$ cat config.mk
export PLATFORM = sky130hd
export DESIGN_NAME = fixed_point_divider_flat
export DESIGN_NICKNAME = d
export VERILOG_FILES = /design/src/rtl/fixed_point_divider_if.sv /design/src/rtl/fixed_point_divider.sv /design/src/flat_wrapper.sv
export SDC_FILE = /design/constraint.sdc
export NUM_CORES = 1
export LEC_CHECK = 0
export BUFFER_PORTS_ARGS = -buffer_cell sky130_fd_sc_hd__buf_2
export CORE_AREA = 2 2 71 80
export DETAILED_ROUTE_END_ITERATION = 8
export DIE_AREA = 0 0 73 82
export PLACE_DENSITY = 0.7
export REMOVE_ABC_BUFFERS = 1
export SETUP_SLACK_MARGIN = 0.15
export SYNTH_ARGS = -nofsm -noshare
export SYNTH_HDL_FRONTEND = slang
export SYNTH_SLANG_ARGS = --single-unit
$ cat constraint.sdc
create_clock -name clk -period 2.37 [get_ports clk]
set_input_delay 0.474 -clock clk [delete_from_list [all_inputs] [get_ports clk]]
set_output_delay 0.474 -clock clk [all_outputs]
set_load 0.05 [all_outputs]
$ cat src/rtl/fixed_point_divider_if.sv
// Valid/ready operand and result channel of the Q5.3 fixed-point divider.
// The master drives operands and result acceptance; the slave is the divider.
interface fixed_point_divider_if #(
    parameter int WIDTH = 8
);
    logic             in_valid;
    logic             in_ready;
    logic [WIDTH-1:0] a;
    logic [WIDTH-1:0] b;
    logic             out_valid;
    logic             out_ready;
    logic [WIDTH-1:0] c;
    logic             ovf;
    logic             dz;

    modport master (
        output in_valid, a, b, out_ready,
        input  in_ready, out_valid, c, ovf, dz
    );

    modport slave (
        input  in_valid, a, b, out_ready,
        output in_ready, out_valid, c, ovf, dz
    );
endinterface

$ cat src/rtl/fixed_point_divider.sv
// Sequential unsigned Q(WIDTH-FRAC).FRAC divider: restoring division with one
// quotient bit per clock, saturating result, divide-by-zero flag.
module fixed_point_divider #(
    parameter int WIDTH = 8,
    parameter int FRAC  = 3
) (
    input logic                  clk,
    input logic                  rst_n,
    fixed_point_divider_if.slave bus
);
    localparam int QW    = WIDTH + FRAC;
    localparam int CNT_W = $clog2(QW);
    localparam logic [CNT_W-1:0] LAST = CNT_W'(QW - 1);

    typedef enum logic [1:0] {IDLE, CALC, DONE} state_t;

    state_t           state, state_next;
    logic [QW-1:0]    dvd;
    logic [WIDTH-1:0] b_q;
    logic [WIDTH:0]   rem;
    logic [QW-1:0]    quot;
    logic [CNT_W-1:0] cnt;
    logic [WIDTH-1:0] c_q;
    logic             ovf_q;
    logic             dz_q;

    logic [WIDTH:0]   rem_shift;
    logic [WIDTH+1:0] trial;
    logic             q_bit;
    logic [WIDTH:0]   rem_next;
    logic [QW-1:0]    quot_next;

    // Returns {ovf, c}: clamps any quotient that does not fit in WIDTH bits.
    function automatic logic [WIDTH:0] saturate(input logic [QW-1:0] q);
        if (|q[QW-1:WIDTH])
            return {1'b1, {WIDTH{1'b1}}};
        return {1'b0, q[WIDTH-1:0]};
    endfunction

    // A bit shifted out of the remainder MSB means the shifted value already
    // exceeds any divisor, so the subtraction is taken regardless of sign.
    always_comb begin
        rem_shift = {rem[WIDTH-1:0], dvd[QW-1]};
        trial     = {1'b0, rem_shift} - {2'b00, b_q};
        q_bit     = rem[WIDTH] | ~trial[WIDTH+1];
        rem_next  = q_bit ? trial[WIDTH:0] : rem_shift;
        quot_next = {quot[QW-2:0], q_bit};
    end

    always_ff @(posedge clk or negedge rst_n) begin
        if (!rst_n) state <= IDLE;
        else        state <= state_next;
    end

    always_comb begin
        state_next = state;
        case (state)
            IDLE: if (bus.in_valid) state_next = (bus.b == '0) ? DONE : CALC;
            CALC: if (cnt == LAST)  state_next = DONE;
            DONE: if (bus.out_ready) state_next = IDLE;
            default: state_next = IDLE;
        endcase
    end

    always_ff @(posedge clk or negedge rst_n) begin
        if (!rst_n) begin
            dvd   <= '0;
            b_q   <= '0;
            rem   <= '0;
            quot  <= '0;
            cnt   <= '0;
            c_q   <= '0;
            ovf_q <= 1'b0;
            dz_q  <= 1'b0;
        end else begin
            case (state)
                IDLE: if (bus.in_valid) begin
                    dvd  <= {bus.a, {FRAC{1'b0}}};
                    b_q  <= bus.b;
                    rem  <= '0;
                    quot <= '0;
                    cnt  <= '0;
                    if (bus.b == '0) begin
                        c_q   <= '1;
                        ovf_q <= 1'b0;
                        dz_q  <= 1'b1;
                    end
                end
                CALC: begin
                    dvd  <= {dvd[QW-2:0], 1'b0};
                    rem  <= rem_next;
                    quot <= quot_next;
                    cnt  <= cnt + 1'b1;
                    if (cnt == LAST) begin
                        {ovf_q, c_q} <= saturate(quot_next);
                        dz_q         <= 1'b0;
                    end
                end
                default: ;
            endcase
        end
    end

    assign bus.in_ready  = (state == IDLE);
    assign bus.out_valid = (state == DONE);
    assign bus.c         = c_q;
    assign bus.ovf       = ovf_q;
    assign bus.dz        = dz_q;
endmodule

$ cat src/flat_wrapper.sv
// flat-port wrapper written by rule: the top's interface ports become plain ports
module fixed_point_divider_flat 
#(
    parameter int WIDTH = 8,
    parameter int FRAC  = 3
)
  (clk, rst_n, bus_in_valid, bus_a, bus_b, bus_out_ready, bus_in_ready, bus_out_valid, bus_c, bus_ovf, bus_dz);
  fixed_point_divider_if #(.WIDTH(WIDTH)) bus_i ();
  input logic clk;
  input logic rst_n;
  input wire logic [$bits(bus_i.in_valid)-1:0] bus_in_valid;
  input wire logic [$bits(bus_i.a)-1:0] bus_a;
  input wire logic [$bits(bus_i.b)-1:0] bus_b;
  input wire logic [$bits(bus_i.out_ready)-1:0] bus_out_ready;
  output wire logic [$bits(bus_i.in_ready)-1:0] bus_in_ready;
  output wire logic [$bits(bus_i.out_valid)-1:0] bus_out_valid;
  output wire logic [$bits(bus_i.c)-1:0] bus_c;
  output wire logic [$bits(bus_i.ovf)-1:0] bus_ovf;
  output wire logic [$bits(bus_i.dz)-1:0] bus_dz;
  assign bus_i.in_valid = bus_in_valid;
  assign bus_i.a = bus_a;
  assign bus_i.b = bus_b;
  assign bus_i.out_ready = bus_out_ready;
  assign bus_in_ready = bus_i.in_ready;
  assign bus_out_valid = bus_i.out_valid;
  assign bus_c = bus_i.c;
  assign bus_ovf = bus_i.ovf;
  assign bus_dz = bus_i.dz;
  fixed_point_divider #(.WIDTH(WIDTH), .FRAC(FRAC)) u_core (.clk(clk), .rst_n(rst_n), .bus(bus_i));
endmodule
==> metrics.txt <==
fin. max-slew vios=0; synthesis-to-finish area growth=14.0%; status=finished, final reports clean; Die Y=82 µm; # diodes=0; Layout Cells excl Fill=343; Port Buf Inserts=31; clk sinks=51; CTS Buf Count=5; Skew-Pair Late Insertion Delay=0.30 ns; Total Die Area=5990 µm²; Crit path arrival time=2.25 ns; Worst setup SP type=register; TritonRoute pass-1 iters=4; number of global-route vias before repair=1813; Core Area=5220 µm²; ys flop type=dfrtp_1; number of filler cells placed in the layout=473; final instance area=2870 µm²; CP Cell Sequence=ha_1 -> nor2_1 -> nor2_1 -> o221a_4 -> or2_4 -> a221o_1; crit path buf inv count=0; total number of vias=1884; Worst Path Required=2.55 ns; Final Cycle Share=87.4%; initial drt markers=97; DR WL/cell=14.4 µm; Fin. Hold Viols=0; I/O pin cnt=32; worst-path maximum fanout=10; HPWL Detailed=3490 µm; synthesized area per cell=10.0 µm²; RSZ-0062 raised after global routing=no; Synth Cell Area=2520 µm²; CP Capture Type=register; drc violations=0; P_leak=1.33 nW; Crit path top cell by count=nor2_1; EDFF count, synth=0; Root Driver=clkbuf_8; Synth async-reset ratio=100%; final wirelength=4950 µm; final antenna-violating net count=0; setup violators final=0; distinct cell type count after synthesis=46; Worst path slowest cell=dfrtp_1; Area after DPL=2750 µm²; Max-Slew Margin vs Limit=74.7%; crit-path leading delay family=compound AO/OA/AOI/OAI gates; die span in x=73 µm; Fmax=0.483 GHz; HP Class=primary input to async pin; GPL Wtd Cong=0.872; Total GRT Usage=18.0%; initial antenna violation count=0; Cell Pwr Density=1660 nW/µm²; YS warnings=0; Clock Path Buffers=2; most common cell after layout, fill and taps aside=dfrtp_1; placed cells=335; first-pass GRT wire length=8420 µm; Min Hold Slack=0.141 ns; ratio of cells with drive above 1 in the final layout=17.7%; CP Class=register to register; Max stage delay on crit path=0.41 ns; Tmin final=2.07 ns; pin count of the biggest net entering global routing=52; initial core utilization=48.3%; hold_buf cts=0; cells after synthesis=251; worst-case clock skew=0.00577 ns; Worst-path clk slew=0.09 ns; gr ovfl total=0; Vias/cell=5.49; Global Route met3 Usage=2.21%; Yosys reg bits=51; row count=28; H-tree depth=2; met1 usage=25.1%; Max-Cap Viols=0; met2 Usage GRT=28.6%; Worst VDD drop=0.641 mV; minimum setup slack among reg-to-reg paths=0.30 ns; most frequent cells in the layout=51 x dfrtp_1, 41 x nand2_1, 31 x buf_2, 25 x o21ai_0, 15 x inv_1; Worst Tran Pin Value=0.374 ns; post-synthesis sequential area ratio=50.7%; gr busiest metal=met2; CTS tree=done; Total Nets Final=313
path summary, 6_finish.rpt:
| path | endpoint | from | depth (start not counted) |
|---|---|---|---|
| min reg2reg | u_core.dvd[10] | u_core.dvd[9] | 2 |
| max reg2reg | u_core.rem[2] | u_core.rem[4] | 6 |
| max in group asynchronous | u_core.rem[7] | rst_n | 2 |
| max | u_core.rem[2] | u_core.rem[4] | 6 |
| min in group clk | u_core.b_q[6] | bus_b[6] | 3 |
| min | u_core.rem[4] | rst_n | 2 |
registers in the layout (all words and copies together), names as in the netlist:
name and flops:
u_core.quot 10, u_core.rem 9, u_core.b_q 8, u_core.bus.c 8, u_core.dvd 8, u_core.cnt 4
u_core.state 2, u_core.bus.dz 1, u_core.bus.ovf 1
per-layer routing:
metal	wire length, µm	vias up
li1	-	944
met1	2380	907
met2	2360	28
met3	144	5
met4	61	0
met5	0	-
layout make-up:
class	count	area [µm²]	share of cell area [%]
Clock buffer	6	82.6	2.88
Inverter	15	56.3	1.96
Clock inverter	2	38.8	1.35
Tap cell	60	75.1	2.62
Timing Repair Buffer	37	213	7.41
Multi-Input combinational cell	172	1130	39.3
Sequential cell	51	1280	44.5
where the power goes:
part | leakage (nW) | switching, W | internal [W]
clock network | 0.0618 | 0.000286 | 0.000347
registers | 0.635 | 0.000256 | 0.00129
logic | 0.637 | 0.00155 | 0.00105
total | 1.33 | 0.00210 | 0.00268
cell usage after synthesis (all sizes together) (3+ instances only):
cell type,n,area [µm²]
a21oi,8,43.8
o21ai,25,125
xor2,5,43.8
ha,10,125
o311ai,3,26.3
mux2i,6,60.1
dfrtp,51,1280
inv,15,56.3
o211ai,6,45.0
nor2,14,52.6
buf,8,43.8
o22a,8,70.1
nand2,41,154
nand2b,5,31.3
clkbuf,5,18.8
a22o,10,87.6
per-stage QoR:
step	setup slack [ns]	setup TNS (ns)	util (%)	total power (W)
global route	0.204	0	55.0	0.00518
finish	0.299	0	55.0	0.00478
detailed placement	0.198	0	52.6	0.00414
CTS	0.171	0	54.9	0.00480
floorplan	-0.150	-1.23	-	0.00351
global placement	0.223	0	52.6	0.00409
kinds of logic after synthesis:
group	share of synthesized area, %
adder cells (fa/ha/maj)	5.76
flip-flops	50.7
XOR/XNOR	2.09
buffers and inverters	4.72
AO/OA/AOI/OAI	21.3
multiplexers	2.83
AND/OR/NAND/NOR	12.7
what timing repair did:
action,in CTS,in global routing
endpoints found under the setup margin,0,10
gates resized for setup,0,1
setup buffers,0,0
No activity file was read; power rests on OpenSTA's default activity.
